<file path="src/rtl/aes_key_expand_serial.sv">
// Byte-serial AES-128/192/256 key schedule: key bytes pass straight through,
// then every expanded round-key byte is streamed with ready/valid flow control.
module aes_key_expand_serial #(
  parameter int MAX_KEY_BITS = 256,
  parameter int RND_W        = 4
) (
  input  logic             clk,
  input  logic             rst,
  input  logic             start,
  input  logic [1:0]       key_len,
  input  logic             key_valid,
  output logic             key_ready,
  input  logic [7:0]       key_in,
  output logic             rk_valid,
  input  logic             rk_ready,
  output logic [7:0]       rk_data,
  output logic [RND_W-1:0] rk_round,
  output logic [3:0]       rk_byte,
  output logic             rk_last,
  output logic             busy
);

  localparam int WIN_B  = MAX_KEY_BITS / 8;
  localparam int WIN_AW = $clog2(WIN_B);

  typedef enum logic [1:0] {
    S_IDLE   = 2'd0,
    S_LOAD   = 2'd1,
    S_EXPAND = 2'd2
  } state_t;

  state_t           state_q, state_d;
  logic [3:0]       nk_q, nk_d;
  logic [2:0]       wcnt_q, wcnt_d;
  logic [3:0]       byte_q, byte_d;
  logic [RND_W-1:0] round_q, round_d;
  logic [7:0]       rcon_q, rcon_d;
  logic [7:0]       rk_data_q, rk_data_d;
  logic [7:0]       win_q [WIN_B];
  logic [7:0]       win_d [WIN_B];

  logic             in_load, in_exp, xfer, word_end, last_byte, nk_word_end;
  logic [RND_W-1:0] nr;
  logic [7:0]       in_byte, sb_in, sb_out, t_byte, old_byte;
  logic [WIN_AW-1:0] old_idx;

  function automatic logic [7:0] xtime(input logic [7:0] a);
    return {a[6:0], 1'b0} ^ (a[7] ? 8'h1b : 8'h00);
  endfunction

  function automatic logic [7:0] gf_mul(input logic [7:0] a, input logic [7:0] b);
    logic [7:0] p, x;
    p = 8'h00;
    x = a;
    for (int i = 0; i < 8; i++) begin
      if (b[i]) p = p ^ x;
      x = xtime(x);
    end
    return p;
  endfunction

  // Multiplicative inverse as a^254 (maps 0 to 0, as the S-box requires).
  function automatic logic [7:0] gf_inv(input logic [7:0] a);
    logic [7:0] r, sq;
    r  = 8'h01;
    sq = a;
    for (int i = 1; i < 8; i++) begin
      sq = gf_mul(sq, sq);
      r  = gf_mul(r, sq);
    end
    return r;
  endfunction

  function automatic logic [7:0] sbox(input logic [7:0] a);
    logic [7:0] v;
    v = gf_inv(a);
    return v ^ {v[6:0], v[7]} ^ {v[5:0], v[7:6]} ^ {v[4:0], v[7:5]} ^ {v[3:0], v[7:4]} ^ 8'h63;
  endfunction

  function automatic logic [3:0] nk_of(input logic [1:0] kl);
    logic [3:0] n;
    case (kl)
      2'd1:    n = (MAX_KEY_BITS >= 192) ? 4'd6 : 4'd4;
      2'd2:    n = (MAX_KEY_BITS >= 256) ? 4'd8 : 4'd4;
      default: n = 4'd4;
    endcase
    return n;
  endfunction

  assign in_load     = (state_q == S_LOAD);
  assign in_exp      = (state_q == S_EXPAND);
  assign xfer        = (in_load && key_valid && rk_ready) || (in_exp && rk_ready);
  assign word_end    = (byte_q[1:0] == 2'd3);
  assign nk_word_end = word_end && ({1'b0, wcnt_q} == (nk_q - 4'd1));
  assign nr          = RND_W'(nk_q) + RND_W'(6);
  assign last_byte   = in_exp && (round_q == nr) && (byte_q == 4'd15);
  assign in_byte     = in_load ? key_in : rk_data_q;

  always_comb begin
    state_d   = state_q;
    nk_d      = nk_q;
    wcnt_d    = wcnt_q;
    byte_d    = byte_q;
    round_d   = round_q;
    rcon_d    = rcon_q;
    win_d     = win_q;
    rk_data_d = rk_data_q;

    case (state_q)
      S_IDLE: begin
        if (start) begin
          nk_d    = nk_of(key_len);
          wcnt_d  = 3'd0;
          byte_d  = 4'd0;
          round_d = '0;
          rcon_d  = 8'h01;
          state_d = S_LOAD;
        end
      end
      S_LOAD, S_EXPAND: begin
        if (xfer) begin
          win_d[0] = in_byte;
          for (int k = 1; k < WIN_B; k++) win_d[k] = win_q[k-1];
          byte_d = byte_q + 4'd1;
          if (byte_q == 4'd15) round_d = round_q + RND_W'(1);
          if (word_end) wcnt_d = nk_word_end ? 3'd0 : wcnt_q + 3'd1;
          if (in_exp && word_end && (wcnt_q == 3'd0)) rcon_d = xtime(rcon_q);
          if (in_load && nk_word_end) state_d = S_EXPAND;
          if (last_byte) begin
            state_d = S_IDLE;
            wcnt_d  = 3'd0;
            byte_d  = 4'd0;
            round_d = '0;
          end
        end
      end
      default: state_d = S_IDLE;
    endcase

    // Next expanded byte, derived from the window as it will look after this transfer.
    // With most recent byte at index 0: w[i-1][j] sits at 3, RotWord source at 2 (or 6 for j=3).
    old_idx  = WIN_AW'({nk_d, 2'b00} - 6'd1);
    old_byte = win_d[old_idx];
    if (wcnt_d == 3'd0) sb_in = (byte_d[1:0] == 2'd3) ? win_d[6] : win_d[2];
    else                sb_in = win_d[3];
    sb_out = sbox(sb_in);
    if (wcnt_d == 3'd0)                          t_byte = sb_out ^ ((byte_d[1:0] == 2'd0) ? rcon_d : 8'h00);
    else if ((nk_d == 4'd8) && (wcnt_d == 3'd4)) t_byte = sb_out;
    else                                         t_byte = win_d[3];
    if (xfer && !last_byte) rk_data_d = old_byte ^ t_byte;
  end

  always_ff @(posedge clk) begin
    if (rst) begin
      state_q   <= S_IDLE;
      nk_q      <= 4'd4;
      wcnt_q    <= 3'd0;
      byte_q    <= 4'd0;
      round_q   <= '0;
      rcon_q    <= 8'h01;
      rk_data_q <= 8'h00;
    end else begin
      state_q   <= state_d;
      nk_q      <= nk_d;
      wcnt_q    <= wcnt_d;
      byte_q    <= byte_d;
      round_q   <= round_d;
      rcon_q    <= rcon_d;
      rk_data_q <= rk_data_d;
    end
  end

  always_ff @(posedge clk) begin
    win_q <= win_d;
  end

  assign key_ready = in_load && rk_ready;
  assign rk_valid  = in_load ? key_valid : in_exp;
  assign rk_data   = in_load ? key_in : rk_data_q;
  assign rk_round  = round_q;
  assign rk_byte   = byte_q;
  assign rk_last   = last_byte;
  assign busy      = (state_q != S_IDLE);

endmodule

</file>
<file path="config.mk">
export PLATFORM = sky130hd
export DESIGN_NAME = aes_key_expand_serial
export DESIGN_NICKNAME = d
export VERILOG_FILES = /design/src/rtl/aes_key_expand_serial.sv
export SDC_FILE = /design/constraint.sdc
export NUM_CORES = 1
export LEC_CHECK = 0
export BUFFER_PORTS_ARGS = -buffer_cell sky130_fd_sc_hd__buf_2
export CAP_MARGIN = 20
export CORE_MARGIN = 4
export CORE_UTILIZATION = 60
export DETAILED_ROUTE_END_ITERATION = 16
export PLACE_DENSITY_LB_ADDON = 0.3
export SKIP_LAST_GASP = 1
export SLEW_MARGIN = 0
export SYNTH_ARGS = -nofsm -noshare
export SYNTH_HDL_FRONTEND = slang
export SYNTH_SLANG_ARGS = --single-unit
export TNS_END_PERCENT = 100
</file>
<file path="constraint.sdc">
create_clock -name clk -period 28.5 [get_ports clk]
set_clock_uncertainty 0.1 [all_clocks]
set_input_delay 4.275 -clock clk [delete_from_list [all_inputs] [get_ports clk]]
set_output_delay 4.275 -clock clk [all_outputs]
set_load 0.03 [all_outputs]
</file>
== Word-level counts from Yosys, hierarchy flattened ==
Cells that the tools add are included.
Storage, ports and cells
  input bits: 15
  output and inout port bits: 20
  logic and storage cells: 527
  flip-flop bits (word level): 289
Operators by class
  add/sub/neg operators: 6
  magnitude comparators: 1
  equal/unequal tests: 15
  bitwise operators: 198
  reduce and logical (&&, ||, !) cells: 24
  multiplexer cells: 243
Operators with widths (count)
  $mux W8: 116
  $xor A8 B8 Y8: 97
  $xor A8 B5 Y8: 92
  $mux W256: 2
  $mux W5: 93
  $bmux W8 S5: 1
  $mux W4: 10
  $pmux W4 S2: 3
  $mux W3: 6
  $pmux W8 S2: 1
  $logic_and A1 B1 Y1: 12
  $mux W2: 5
  $add A4 B1 Y4 const B: 2
  $eq A2 B2 Y1 const B: 4
  $eq A4 B4 Y1 const B: 2
  $mux W7: 1
  $not A1 Y1 const A: 7
  $ge A6 B6 Y1 const B: 1
  $logic_not A3 Y1: 2
  $mux W6: 1
  $ne A3 B3 Y1 const B: 2
  $not A5 Y6: 1
  $pmux W3 S2: 1
  $reduce_and A3 Y1: 2
  other kinds (18): 23

== Logic depth before layout (Yosys ltp) ==
Gate-level depths: netlist of run 1.
  depth after elaboration: 145
  mapped depth: 80
  mapped depth without buffers: 68

== Worst setup path after synthesis of run 1 ==
Ideal clock, no wire load.
  path type: input port to flip-flop
  start point: in key_valid
  end point: reg rk_data_q[7]
  cell stages on the path: 67
  data required time: 28.314 ns
  data arrival time: 20.986 ns
  setup slack: 7.329 ns
  setup time: 0.086 ns
  path through: a21oi_1 > or4_1 > and3_1 > a211oi_2 > mux2i_1 > a21o_1 > buf_2 > clkinv_2 > ha_1 > inv_1 > a211oi_1 > xnor3_1 > inv_1 > buf_2 > ha_1 > clkbuf_1 > nand2_1 > xor2_1 > [31 not listed] > and2_1 > xnor3_1 > xnor2_1 > xnor2_1 > xnor2_2 > xnor2_4 > xnor3_2 > nor2_1 > xnor3_1 > xnor3_1 > xnor2_2 > xor2_2 > xor3_1 > xnor2_1 > mux2i_1 > a21oi_1 > xor2_1 > a211oi_1
On the way
  word-level cells in the longest chain between the ends: 139
  elaborated cells on any way between the ends: 416
  those cells by class: 2 x eq/ne; 219 x mux; 188 x bitwise; 7 x reduce/logical
Ends and longest elaborated chain
  start, declared: RTL line 11  | input logic key_valid,
  $logic_and A1 B1 Y1 (*) (2 in series): RTL line 92  | assign xfer = (in_load && key_valid && rk_ready) || (in_exp && rk_ready);
  $logic_or A1 B1 Y1 (*): RTL line 92
  $mux W4: RTL line 121  | if (xfer) begin
  $pmux W4 S2: RTL line 109  | case (state_q)
  $eq A2 B2 Y1: RTL line 144  | if (wcnt_d == 3'd0) sb_in = (byte_d[1:0] == 2'd3) ? win_d[6] : win_d[2];
  $mux W8 (2 in series): RTL line 144
  $mux W5: RTL line 48  | return {a[6:0], 1'b0} ^ (a[7] ? 8'h1b : 8'h00);
  $xor A8 B5 Y8: RTL line 48
  [118 not listed]
  $xor A8 B8 Y8: RTL line 56  | if (b[i]) p = p ^ x;
  $mux W8: RTL line 56
  $xor A8 B8 Y8: RTL line 56
  $mux W8: RTL line 56
  $xor A8 B8 Y8 (4 in series): RTL line 77  | return v ^ {v[6:0], v[7]} ^ {v[5:0], v[7:6]} ^ {v[4:0], v[7:5]} ^ {v[3:0], v[7:4]} ^ 8'h63;
  $mux W8 or $xor A8 B8 Y8 (tied branches): RTL line 148, 147
  $mux W8: RTL line 147  | if (wcnt_d == 3'd0) t_byte = sb_out ^ ((byte_d[1:0] == 2'd0) ? rcon_d : 8'h00);
  $xor A8 B8 Y8: RTL line 150  | if (xfer && !last_byte) rk_data_d = old_byte ^ t_byte;
  end signal, assigned: RTL line 169  | rk_data_q <= rk_data_d;
  end, declared: RTL line 38  | logic [7:0] rk_data_q, rk_data_d;
Mark *: on every way between the ends. The rest lies on a longest branch, timed or not. The select of a mux whose other input is x is not followed.
A chain may end at the register's enable or synchronous reset.

==> results_dict.tcl, run 1 <==
set metrics [dict create \
    status "finished clean" \
    crit_fanout 61 \
    cts.repair.resized 0 \
    tightestPinTransition_ps 1074 \
    dr.pass1.iters 6 \
    grt_use_met1 0.3978 \
    critPathSlowestCell "xnor2_2" \
    clock_latency_ps 540 \
    route.detailed.drc 0 \
    overflow 0 \
    drtIter0Drc 2770 \
    cts.path.max_buffers 3 \
    n_antenna_cell 0 \
    port_buffers 34 \
    cts_tree "yes" \
    place_hpwl_mm 51.04 \
    setup_violations 0 \
    rows 78 \
    core-area_um2 45380 \
    gp_congestion 0.9345 \
    ys_types 110 \
    place_area_um2 28320 \
    grt_pass1_vias 21530 \
    synth-main-ff-cell "edfxtp_1" \
    synthCells 3029 \
    yosys.area.top_type "edfxtp_1" \
    cp_common_cell "xnor2_1" \
    dieHeight_um 222.4 \
    rsz0062_at_grt "false" \
    boundaryPins 35 \
    die_w_um 222.4 \
    synthTopCellsByArea "edfxtp_1 (19%), xnor2_1 (13%), dfxtp_1 (8.2%), xnor3_1 (6.3%), nor2_1 (5.1%)" \
    syn_area_um2 27580 \
    grt_max_degree 92 \
    path_class "in2reg" \
    ys_seq_area_frac 0.2737 \
    start_util 0.6077 \
    busiest_layer "met2" \
    cts_hold_buf 0 \
    post_cts_buffers 0 \
    grt_antenna_before_repair 0 \
    fin_nets 3019 \
    fill_cells 3570 \
    end_kind "flop" \
    yosys_warnings 0 \
    max_freq_mhz 40.22 \
    crit_path_start_kind "input pin" \
    syn2layout_area_growth_pct 6.556 \
    fin_crit_sh 0.8725 \
    cp.required_ps 28850 \
    yosysTopAreaCellShare 0.1916 \
    fp.dieArea_um2 49460 \
    vias 22890 \
    cts_made_buffers 29 \
    timing.hold.ws_ps 311.6 \
    grt_use_total 0.2778 \
    cts.reportedPaths.clkPinSlew_ps 60 \
    cp_top_family "XOR/XNOR gates" \
    met2_usage 0.4569 \
    drv_slew 0 \
    antenna_left 0 \
    grt_pass1_wl_mm 115.8 \
    synth_edf_count 176 \
    utilization 0.6476 \
    synth.ff_latch_count 289 \
    multi_input_area_um2 19040 \
    grtUsageMet3 0.02669 \
    relSlewSlack 0.2837 \
    synth_area_per_cell_um2 9.105 \
    async_reset_ff_frac 0 \
    register_area_um2 7547 \
    hold_class "reg2reg" \
    synth_nets 3064 \
    clockRootBuffer "clkbuf_16" \
    cp.arrival_ps 25210 \
    via_per_inst 6.346 \
    cts_sinks 289 \
    critPathBufInv 11 \
    setup_tns_ps 0 \
    htreeDepth 1 \
    routed_wl_mm 72.29 \
    cp_slowest_stage_delay_ps 710 \
    drv_cap 0 \
    hold_viol 0 \
    drive_gt1_frac 0.1294 \
    design_area_um2 29390 \
    routedWlPerCell_um 20.05 \
    period_minus_slack_ps 24870 \
]
## sequential cells by signal, indices dropped and copies added, names as in the netlist
signal,cells
rk_round,4
state_q,2
rk_byte,4
rcon_q,8
nk_q,4
rk_data_q,8
wcnt_q,3
win_q,256
## per-stage QoR
stage                     std cells  worst slack, ps
after floorplan                3029             7329
after global placement         3547             3808
after detailed placement       3547             2867
after CTS                      3600             3350
after global routing           3606             2073
final                          3606             3635
## final cells by class
class	count	share of cell area
Inverter	66	0.008473
Clock buffer	40	0.02968
Clock inverter	13	0.005109
Tap cell	600	0.02555
Multi-Input combinational cell	2483	0.6479
Timing Repair Buffer	115	0.02648
Sequential cell	289	0.2568
## path summary, 6_finish.rpt
kind                                start                         to  slack, ps  cells after the start
setup / recovery                key_valid  rk_data_q[7]$_SDFFE_PP0P_       3630                     68
hold reg to reg      win_q[190]$_DFFE_PP_       win_q[182]$_DFFE_PP_        310                      0
hold / removal       win_q[190]$_DFFE_PP_       win_q[182]$_DFFE_PP_        310                      0
setup reg to reg  state_q[1]$_SDFFE_PP0P_  rk_data_q[7]$_SDFFE_PP0P_       6370                     69
## cells by family after synthesis
logic type,share of synthesized area
and+or+nand+nor,0.1575
xor gates and xnor gates,0.2843
AOI/OAI and AO/OA,0.1464
DFF,0.2737
buffers and inverters,0.04024
muxes,0.08878
adders and majority gates,0.009074
## layout by cell type (no fill, tap or decap), types with 39 or more instances in the layout
cell / Yosys / routed
inv_1: 54 / 54
a21oi_1: 130 / 130
edfxtp_1: 176 / 176
nor3_1: 89 / 88
mux2i_1: 115 / 114
dfxtp_1: 113 / 113
mux2_2: 90 / 90
buf_4: 16 / 81
nor2_1: 374 / 374
o21ai_0: 126 / 126
xnor2_1: 418 / 406
xnor2_2: 27 / 39
nand3_1: 63 / 63
xor2_1: 131 / 130
xnor3_1: 77 / 77
nand2_1: 248 / 248
## Yosys cell counts, types with 29 or more instances
cell type	number
inv_1	54
nand2_1	248
o21ai_0	126
mux2_2	90
nor3_1	89
xnor3_1	77
edfxtp_1	176
nand3_1	63
clkbuf_1	110
a211oi_1	29
xor2_1	131
xnor2_1	418
nor2_1	374
buf_2	49
mux2i_1	115
dfxtp_1	113
a21oi_1	130
## per-layer routing
layer	routed length (um)	up-vias
met5	0	-
met4	1535	0
met1	31120	11010
met2	34140	1087
met3	5491	140
li1	-	10650
Power of run 1 is not shown: default switching activity piles up to over one toggle a cycle in this logic, so the estimate is an artifact.
==> run 2, diff against run 1 <==
Settings changed: CTS_CLUSTER_SIZE set to 10, PLACE_DENSITY set to 0.75, PLACE_DENSITY_LB_ADDON 0.3 to not set.
Clock period 28.5 ns to 28.8 ns, I/O delays scaled along.
==> run 2 against run 1 <==
Cell count up 0.19%. Non-clock buffer count fell by 3. First-iteration DRC count decreased by 10%. Worst setup slack improved by 220 ps. Sequential share of layout area about the same. Via count about the same. Core utilization is 0.069 points lower. Wire length up 0.17%. Critical path depth fell by 3. Count of clock-buffer cells in the layout is 19 higher. Register-to-register slack gained 350 ps. Final area decreased by 0.11%. Largest cell class unchanged.
==> results_dict.tcl, run 2 (same netlist as run 1, synthesis figures left out) <==
set metrics [dict create \
    path_class "in2reg" \
    drv_cap 0 \
    dp.cells 3547 \
    start_util 0.6077 \
    drive_gt1_frac 0.1255 \
    dieHeight_um 222.4 \
    routed_wl_mm 72.41 \
    grt_use_met1 0.3989 \
    fin_crit_sh 0.8663 \
    cts_made_buffers 35 \
    met2_usage 0.4536 \
    rsz0062_at_grt "false" \
    rows 78 \
    largest_register "win_q" \
    max_freq_mhz 40.08 \
    post_cts_buffers 0 \
    grt_antenna_before_repair 1 \
    status "finished clean" \
    critPathSlowestCell "buf_4" \
    cp.required_ps 29100 \
    tightestPinTransition_ps 1090 \
    final_common_cell "xnor2_1" \
    timing.hold.ws_ps 293.7 \
    routedWlPerCell_um 20.04 \
    fin_nets 3022 \
    fp.dieArea_um2 49460 \
    cp_common_cell "xnor2_1" \
    cts.reportedPaths.clkPinSlew_ps 60 \
    crit_fanout 180 \
    cts_hold_buf 0 \
    grt_use_total 0.2773 \
    htreeDepth 2 \
    top_regs "win_q (256), rcon_q (8), rk_data_q (8)" \
    grtUsageMet3 0.02959 \
    cp.arrival_ps 25250 \
    vias 22870 \
    utilization 0.6469 \
    core-area_um2 45380 \
    overflow 0 \
    cts.repair.resized 0 \
    setup_violations 0 \
    hold_viol 0 \
    port_buffers 34 \
    boundaryPins 35 \
    relSlewSlack 0.2706 \
    die_w_um 222.4 \
    grt_max_degree 181 \
    via_per_inst 6.329 \
    period_minus_slack_ps 24950 \
    grt_pass1_vias 21610 \
    syn2layout_area_growth_pct 6.442 \
    cts.path.max_buffers 3 \
    stdcell_count 3613 \
    place_hpwl_mm 50.38 \
    antenna_left 0 \
    crit_path_start_kind "input pin" \
    clock_latency_ps 510 \
    setup_tns_ps 0 \
    busiest_layer "met2" \
    clockRootBuffer "clkbuf_16" \
    dr.pass1.iters 10 \
    route.detailed.drc 0 \
    hold_class "reg2reg" \
    cts_sinks 289 \
    cp_slowest_stage_delay_ps 930 \
    drtIter0Drc 2487 \
    cts_tree "yes" \
    grt_pass1_wl_mm 115.3 \
    end_kind "flop" \
    drv_slew 0 \
    largest_reg_flops 256 \
    final_cell_mix "xnor2_1 (406), nor2_1 (374), nand2_1 (248), edfxtp_1 (176)" \
    gp_congestion 0.9464 \
]
==> run 2: cell types whose count changed in the layout (fill, tap and decap cells not counted), moves of 2 or more <==
cell	before	now
buf_4	81	77
bufinv_16	3	0
clkbuf_1	5	23
clkbuf_16	33	35
clkinv_2	7	2
clkinvlp_4	2	0
==> run 2: area by class of cell <==
cell class              count  area, um2
well taps                 600      750.7
diodes                      1      2.502
multi-input cells        2483      19040
clock buffers              59      975.9
repair buffers            112      768.2
clock inverters             3      22.52
flip-flops and latches    289       7547
inverters                  66      249.0
fillers                  3687      16030
==> run 2: final timing paths <==
path	startpoint	end	slack [ps]	cells after the start
worst min-delay path	win_q[178]$_DFFE_PP_	win_q[170]$_DFFE_PP_	290	0
worst max-delay path	key_valid	rk_data_q[4]$_SDFFE_PP0P_	3850	65
worst min register to register	win_q[178]$_DFFE_PP_	win_q[170]$_DFFE_PP_	290	0
worst max register to register	state_q[1]$_SDFFE_PP0P_	rk_data_q[4]$_SDFFE_PP0P_	6720	66
==> run 2: per-layer routing <==
metal | wire (um) | vias up
met5 | 0 | -
met4 | 1297 | 0
met3 | 5525 | 130
met2 | 33680 | 1017
met1 | 31910 | 11050
li1 | - | 10670
==> run 2: worst max-delay path: cells and delay by family <==
family	cells	cell delay (ps)
xor+xnor	30	9340
buf+inv	8	3080
simple gates	13	3010
compound gates	8	2400
mux	3	1640
fa+ha+maj	3	1340
==> run 2: stage by stage <==
| step | worst slack (ps) | instance area (um2) |
|---|---|---|
| after floorplan | 7584 | 27580 |
| after global placement | 4368 | 28330 |
| after detailed placement | 3694 | 28330 |
| after CTS | 4078 | 29330 |
| after global routing | 2337 | 29360 |
| final | 3852 | 29360 |
Power of run 2 is left out for the same reason.
